File: src/rtl/pc_trace_monitor.sv
// pc_trace_monitor: captures the DataPath fetch stream into a circular trace
// buffer, counts run cycles, halts on a cycle limit or PC breakpoint, and lets
// the trace be drained oldest-first while halted.
module pc_trace_monitor #(
  parameter int ADDR_W  = 32,
  parameter int INSTR_W = 32,
  parameter int DEPTH   = 16,
  parameter int CYCLE_W = 32,
  localparam int PTR_W  = $clog2(DEPTH),
  localparam int CNT_W  = PTR_W + 1
) (
  input  logic               clock,
  input  logic               resetN,
  input  logic [ADDR_W-1:0]  pcQ,
  input  logic [ADDR_W-1:0]  pcD,
  input  logic [INSTR_W-1:0] instruction,
  input  logic               regWriteEnable,
  input  logic               traceEnable,
  input  logic [CYCLE_W-1:0] cycleLimit,
  input  logic               bpEnable,
  input  logic [ADDR_W-1:0]  bpAddr,
  input  logic               resume,
  input  logic               clearTrace,
  input  logic               rdReq,
  output logic               halted,
  output logic [1:0]         haltCause,
  output logic [CYCLE_W-1:0] cycleCount,
  output logic [CNT_W-1:0]   count,
  output logic               overflow,
  output logic               rdValid,
  output logic [ADDR_W-1:0]  rdPc,
  output logic [ADDR_W-1:0]  rdPcD,
  output logic [INSTR_W-1:0] rdInstr,
  output logic               rdWe
);

  localparam int ENT_W = 2 * ADDR_W + INSTR_W + 1;

  typedef enum logic {RUN = 1'b0, HALTED = 1'b1} state_e;

  state_e             state_q, state_d;
  logic [1:0]         cause_q, cause_d;
  logic [CYCLE_W-1:0] cyc_q, cyc_d;
  logic [CNT_W-1:0]   cnt_q, cnt_d;
  logic [PTR_W-1:0]   head_q, head_d, tail_q, tail_d;
  logic               ovf_q, ovf_d;
  logic               rdv_q, rdv_d;
  logic [ENT_W-1:0]   rd_q, rd_d;
  logic               wr_en;
  logic [ENT_W-1:0]   mem_q [DEPTH];

  logic bp_hit, lim_hit, full;

  // Halt conditions look at the count this edge will produce, so a limit of N
  // halts with cycleCount == N.
  assign bp_hit  = bpEnable && (pcQ == bpAddr);
  assign lim_hit = (cycleLimit != '0) && ((cyc_q + CYCLE_W'(1)) == cycleLimit);
  assign full    = (cnt_q == CNT_W'(DEPTH));

  // Next-state: capture/count while running, pop/resume while halted; clear wins.
  always_comb begin
    state_d = state_q;
    cause_d = cause_q;
    cyc_d   = cyc_q;
    cnt_d   = cnt_q;
    head_d  = head_q;
    tail_d  = tail_q;
    ovf_d   = ovf_q;
    rdv_d   = 1'b0;
    rd_d    = rd_q;
    wr_en   = 1'b0;
    case (state_q)
      RUN: begin
        cyc_d = cyc_q + CYCLE_W'(1);
        if (clearTrace) begin
          cnt_d  = '0;
          head_d = tail_q;
          ovf_d  = 1'b0;
        end else if (traceEnable) begin
          wr_en  = 1'b1;
          tail_d = tail_q + PTR_W'(1);
          if (full) begin
            head_d = head_q + PTR_W'(1);
            ovf_d  = 1'b1;
          end else begin
            cnt_d = cnt_q + CNT_W'(1);
          end
        end
        if (bp_hit || lim_hit) begin
          state_d = HALTED;
          cause_d = {lim_hit, bp_hit};
        end
      end
      HALTED: begin
        if (clearTrace) begin
          cnt_d  = '0;
          head_d = tail_q;
          ovf_d  = 1'b0;
        end else if (rdReq && (cnt_q != '0)) begin
          rdv_d  = 1'b1;
          rd_d   = mem_q[head_q];
          head_d = head_q + PTR_W'(1);
          cnt_d  = cnt_q - CNT_W'(1);
        end
        if (resume) begin
          state_d = RUN;
          cause_d = 2'b00;
        end
      end
      default: state_d = RUN;
    endcase
  end

  // Control and readout registers.
  always_ff @(posedge clock or negedge resetN) begin
    if (!resetN) begin
      state_q <= RUN;
      cause_q <= 2'b00;
      cyc_q   <= '0;
      cnt_q   <= '0;
      head_q  <= '0;
      tail_q  <= '0;
      ovf_q   <= 1'b0;
      rdv_q   <= 1'b0;
      rd_q    <= '0;
    end else begin
      state_q <= state_d;
      cause_q <= cause_d;
      cyc_q   <= cyc_d;
      cnt_q   <= cnt_d;
      head_q  <= head_d;
      tail_q  <= tail_d;
      ovf_q   <= ovf_d;
      rdv_q   <= rdv_d;
      rd_q    <= rd_d;
    end
  end

  // Trace storage; contents are only meaningful between head and tail, so no reset.
  always_ff @(posedge clock) begin
    if (wr_en) mem_q[tail_q] <= {pcQ, pcD, instruction, regWriteEnable};
  end

  assign halted     = (state_q == HALTED);
  assign haltCause  = cause_q;
  assign cycleCount = cyc_q;
  assign count      = cnt_q;
  assign overflow   = ovf_q;
  assign rdValid    = rdv_q;
  assign {rdPc, rdPcD, rdInstr, rdWe} = rd_q;

endmodule

File: config.mk
export PLATFORM = sky130hd
export DESIGN_NAME = pc_trace_monitor
export DESIGN_NICKNAME = d
export VERILOG_FILES = /design/src/rtl/pc_trace_monitor.sv
export SDC_FILE = /design/constraint.sdc
export NUM_CORES = 2
export LEC_CHECK = 0
export ABC_AREA = 1
export CAP_MARGIN = 20
export CORE_MARGIN = 2
export CORE_UTILIZATION = 50
export DETAILED_ROUTE_END_ITERATION = 8
export PLACE_DENSITY_LB_ADDON = 0.08
export SYNTH_ARGS = -nofsm -noshare
export SYNTH_HDL_FRONTEND = slang
export SYNTH_SLANG_ARGS = --single-unit
File: constraint.sdc
create_clock -name clock -period 10.2 [get_ports clock]
set_input_delay 3.06 -clock clock [delete_from_list [all_inputs] [get_ports clock]]
set_output_delay 3.06 -clock clock [all_outputs]
set_load 0.1 [all_outputs]
==> results.toml <==
[logic_synthesis]
seq_area_frac_synth_pct = 74.6
synth_largest_area_cell = "edfxtp_1"
synth_flop_cell = "edfxtp_1"
async_flop_share_pct = 8.65
synth.area.top_cells = "edfxtp_1 69%, o21ai_0 6.7%, dfrtp_1 5.5%"
synth_area_sq_um = 67400
synth_edf_count = 1552
synth_top_area_share_pct = 69.1
ys_ff_latch = 1699
synth_nets = 5315
synth_cell_types = 41
avgSynthCellArea_sq_um = 13.1
yosysWarningCount = 0
syn_inst = 5138

[clock_network]
holdBufCountCts = 0
post_cts_buffers = 0
cts_tree = "done"
cts_resized = 0
clk_pin_slew_ns = 0.06
cts_root_buf = "clkbuf_16"
tritoncts.num_buffers = 175
clock_latency_ns = 0.81
htreeDepth = 4
clockBufferDepth = 3
cts_sinks = 1699

[route]
drt_wl_total_um = 185000
drtIter0Drc = 4682
drc = 0
vias = 43500
via_per_inst = 5.98
ant_nets = 0
wl_per_cell_um = 25.4
firstDrtPassIters = 6

[sta]
max_freq_mhz = 156
rsz0062_at_grt = "false"
setup_tns_ns = 0
final_hold_viol_count = 0
whs_ns = 0.490
slew_headroom_pct = 24.0
post-route-period-util_pct = 63.0
period_needed_ns = 6.42
clock_skew_ns = 0.0270
maxSlewViolCount = 0
finalSetupViolCount = 0
tightest_slew_ns = 1.14
fin_ws_ns = 3.78

[power]
power_frac_seq_pct = 44.1
p_clk_share_pct = 33.2
comb_power_share_pct = 22.7
swShare_pct = 32.1
cellPowerDensity_nw_per_um2 = 240
power_uw = 18700
switching_power_uw = 5980
p_int_uw = 12700
vdd_drop_max_mv = 0.190
leakagePower_uw = 0.0256

[floorplanning]
core_sq_um = 134000
die_width_um = 371
start_util_pct = 50.5
rows = 134
dieArea_sq_um = 138000
die_height_um = 371
ios = 307

[global_route]
grt_use_total_pct = 26.7
grt_busiest_layer = "met2"
grt_pass1_wl_um = 274000
grt_max_degree = 194
met2_usage_pct = 41.7
grt_pass1_vias = 41700
grt.overflow.total = 0
antenna_found_initial = 19
grt_util_met3_pct = 4.14
grt_util_met1_pct = 39.5

[layout]
seqCellArea_sq_um = 50300
layout-drive-gt1-share_pct = 7.83
multi_input_area_sq_um = 15600
stdcell_area_sq_um = 77800
area_growth_pct = 15.4
final_nets = 5539
n_fill_cell = 10600

[run]
drv_cap = 0

[setup_path]
cp.arrival_ns = 6.83
path_cells = "clkdlybuf4s50_1, inv_1, nand2_1, nor2_1, nand2_1, nor2_4, buf_4, buf_4"
crit_path_top_delay_cell = "buf_4"
path_class = "input port to register"
crit_fanout = 54
slowest_delay_ns = 0.81
required_ns = 10.61
cp-end-kind = "register"
critPathLaunchType = "input port"

[place]
gp_congestion = 0.883
dp_slack_ns = 2.94
port_buffers = 306
dpl.hpwl_um = 100000
placement.cell_area_sq_um = 72300

[worst_hold_path]
min_path_type = "register to register"

[run_status]
status = "completed"
power groups by stage:
stage / sequential (uW) / combinational, uW / clock (uW)
floorplan: 8690 / 2330 / 0
finish: 8230 / 4230 / 6200
global route: 8260 / 4600 / 6550
CTS: 8230 / 4230 / 6300
detailed placement: 8370 / 4220 / 0
global placement: 8370 / 4190 / 0
sequential cells by signal (all words and copies together), names as in the netlist:
name and cells:
head_q 4, count 5, halted 1, tail_q 4, overflow 1, mem_q 1552, rdValid 1, haltCause 2
rd_q 97, cycleCount 32
cell type report:
type                       instances  share of cell area, %
multi-input combinational       2995                   20.0
clock buffer                     249                   6.32
clock inverter                    68                  0.770
sequential                      1699                   64.6
antenna                           11                 0.0354
timing repair buffer             392                   4.91
inverter                          99                  0.513
tap                             1768                   2.84
worst max-delay path: cells and delay by family:
kind | cells | cell delay, ns
buf+inv | 4 | 2.27
simple gates | 4 | 1.36
layout by cell type (no fill, tap or decap), types with 7 or more instances in the layout:
cell                n
xor2_1             23
bufinv_16          10
nor2_4             24
xnor2_1            10
o21ai_1            38
clkbuf_1           52
o221ai_1          235
nand2_1           250
buf_4              77
o22ai_1           174
nand3_1           223
nand4_1             7
clkinv_2           23
mux2_2             59
o21a_1             38
edfxtp_1         1552
ha_1                9
dfrtp_1           143
buf_12              9
clkbuf_8           19
o21ai_0           903
clkinv_1           27
clkbuf_16         179
inv_1              94
clkdlybuf4s50_1   305
diode_2            11
nor2_1            955
routing by layer:
| layer | share of wire [%] | vias up |
|---|---|---|
| met5 | 0.012 | - |
| met4 | 2.0 | 4 |
| met3 | 7.5 | 233 |
| met2 | 46 | 1636 |
| met1 | 44 | 22000 |
| li1 | - | 19600 |
synth_stat cells, types with 2 or more instances:
master and count:
mux2_2 59, o21ai_1 38, nand3_2 2, xor2_1 23
a21oi_1 2, dfrtp_1 147, o21a_1 38, o32ai_1 4
nor2_4 7, o211ai_1 3, buf_1 17, inv_2 3
inv_1 96, nor2_2 2, nand3_1 223, nor4_1 2
o21ai_0 903, nand2_2 5, clkbuf_1 285, nand4_1 7
o2111ai_1 2, xnor2_1 10, nand2_1 250, or2_2 5
nor2_1 971, o221ai_1 235, ha_1 9, o22ai_1 174
buf_2 43, nand3b_1 5, edfxtp_1 1552, xnor3_1 3
nor3_1 5
cells by family after synthesis:
logic type	Yosys count	share of synthesized area [%]
AOI/OAI and AO/OA	1403	12.2
adders and majority gates	9	0.167
buffers and inverters	444	2.55
xor gates and xnor gates	37	0.564
and+or+nand+nor	1487	8.92
muxes	59	0.985
DFF	1699	74.6
final timing paths:
path,slack [ns],startpoint,cells after the start,to
max in group asynchronous,6.47,resetN,2,head_q[1]$_DFFE_PN0P_
setup reg to reg,5.25,head_q[0]$_DFFE_PN0P_,8,rd_q[85]$_DFFE_PN0P_
min in group asynchronous,2.22,resetN,1,rd_q[58]$_DFFE_PN0P_
hold reg to reg,0.49,rd_q[46]$_DFFE_PN0P_,1,rd_q[46]$_DFFE_PN0P_
setup / recovery,3.78,clearTrace,8,mem_q[11][46]$_DFFE_PP_
hold / removal,0.49,rd_q[46]$_DFFE_PN0P_,1,rd_q[46]$_DFFE_PN0P_
through the flow:
stage               std cells  utilization (%)
floorplan                5138                -
global placement         6948             54.0
detailed placement       6950             54.1
CTS                      7267             58.2
global route             7275             58.2
finish                   7281             58.3
No activity file was read; power rests on OpenSTA's default activity.
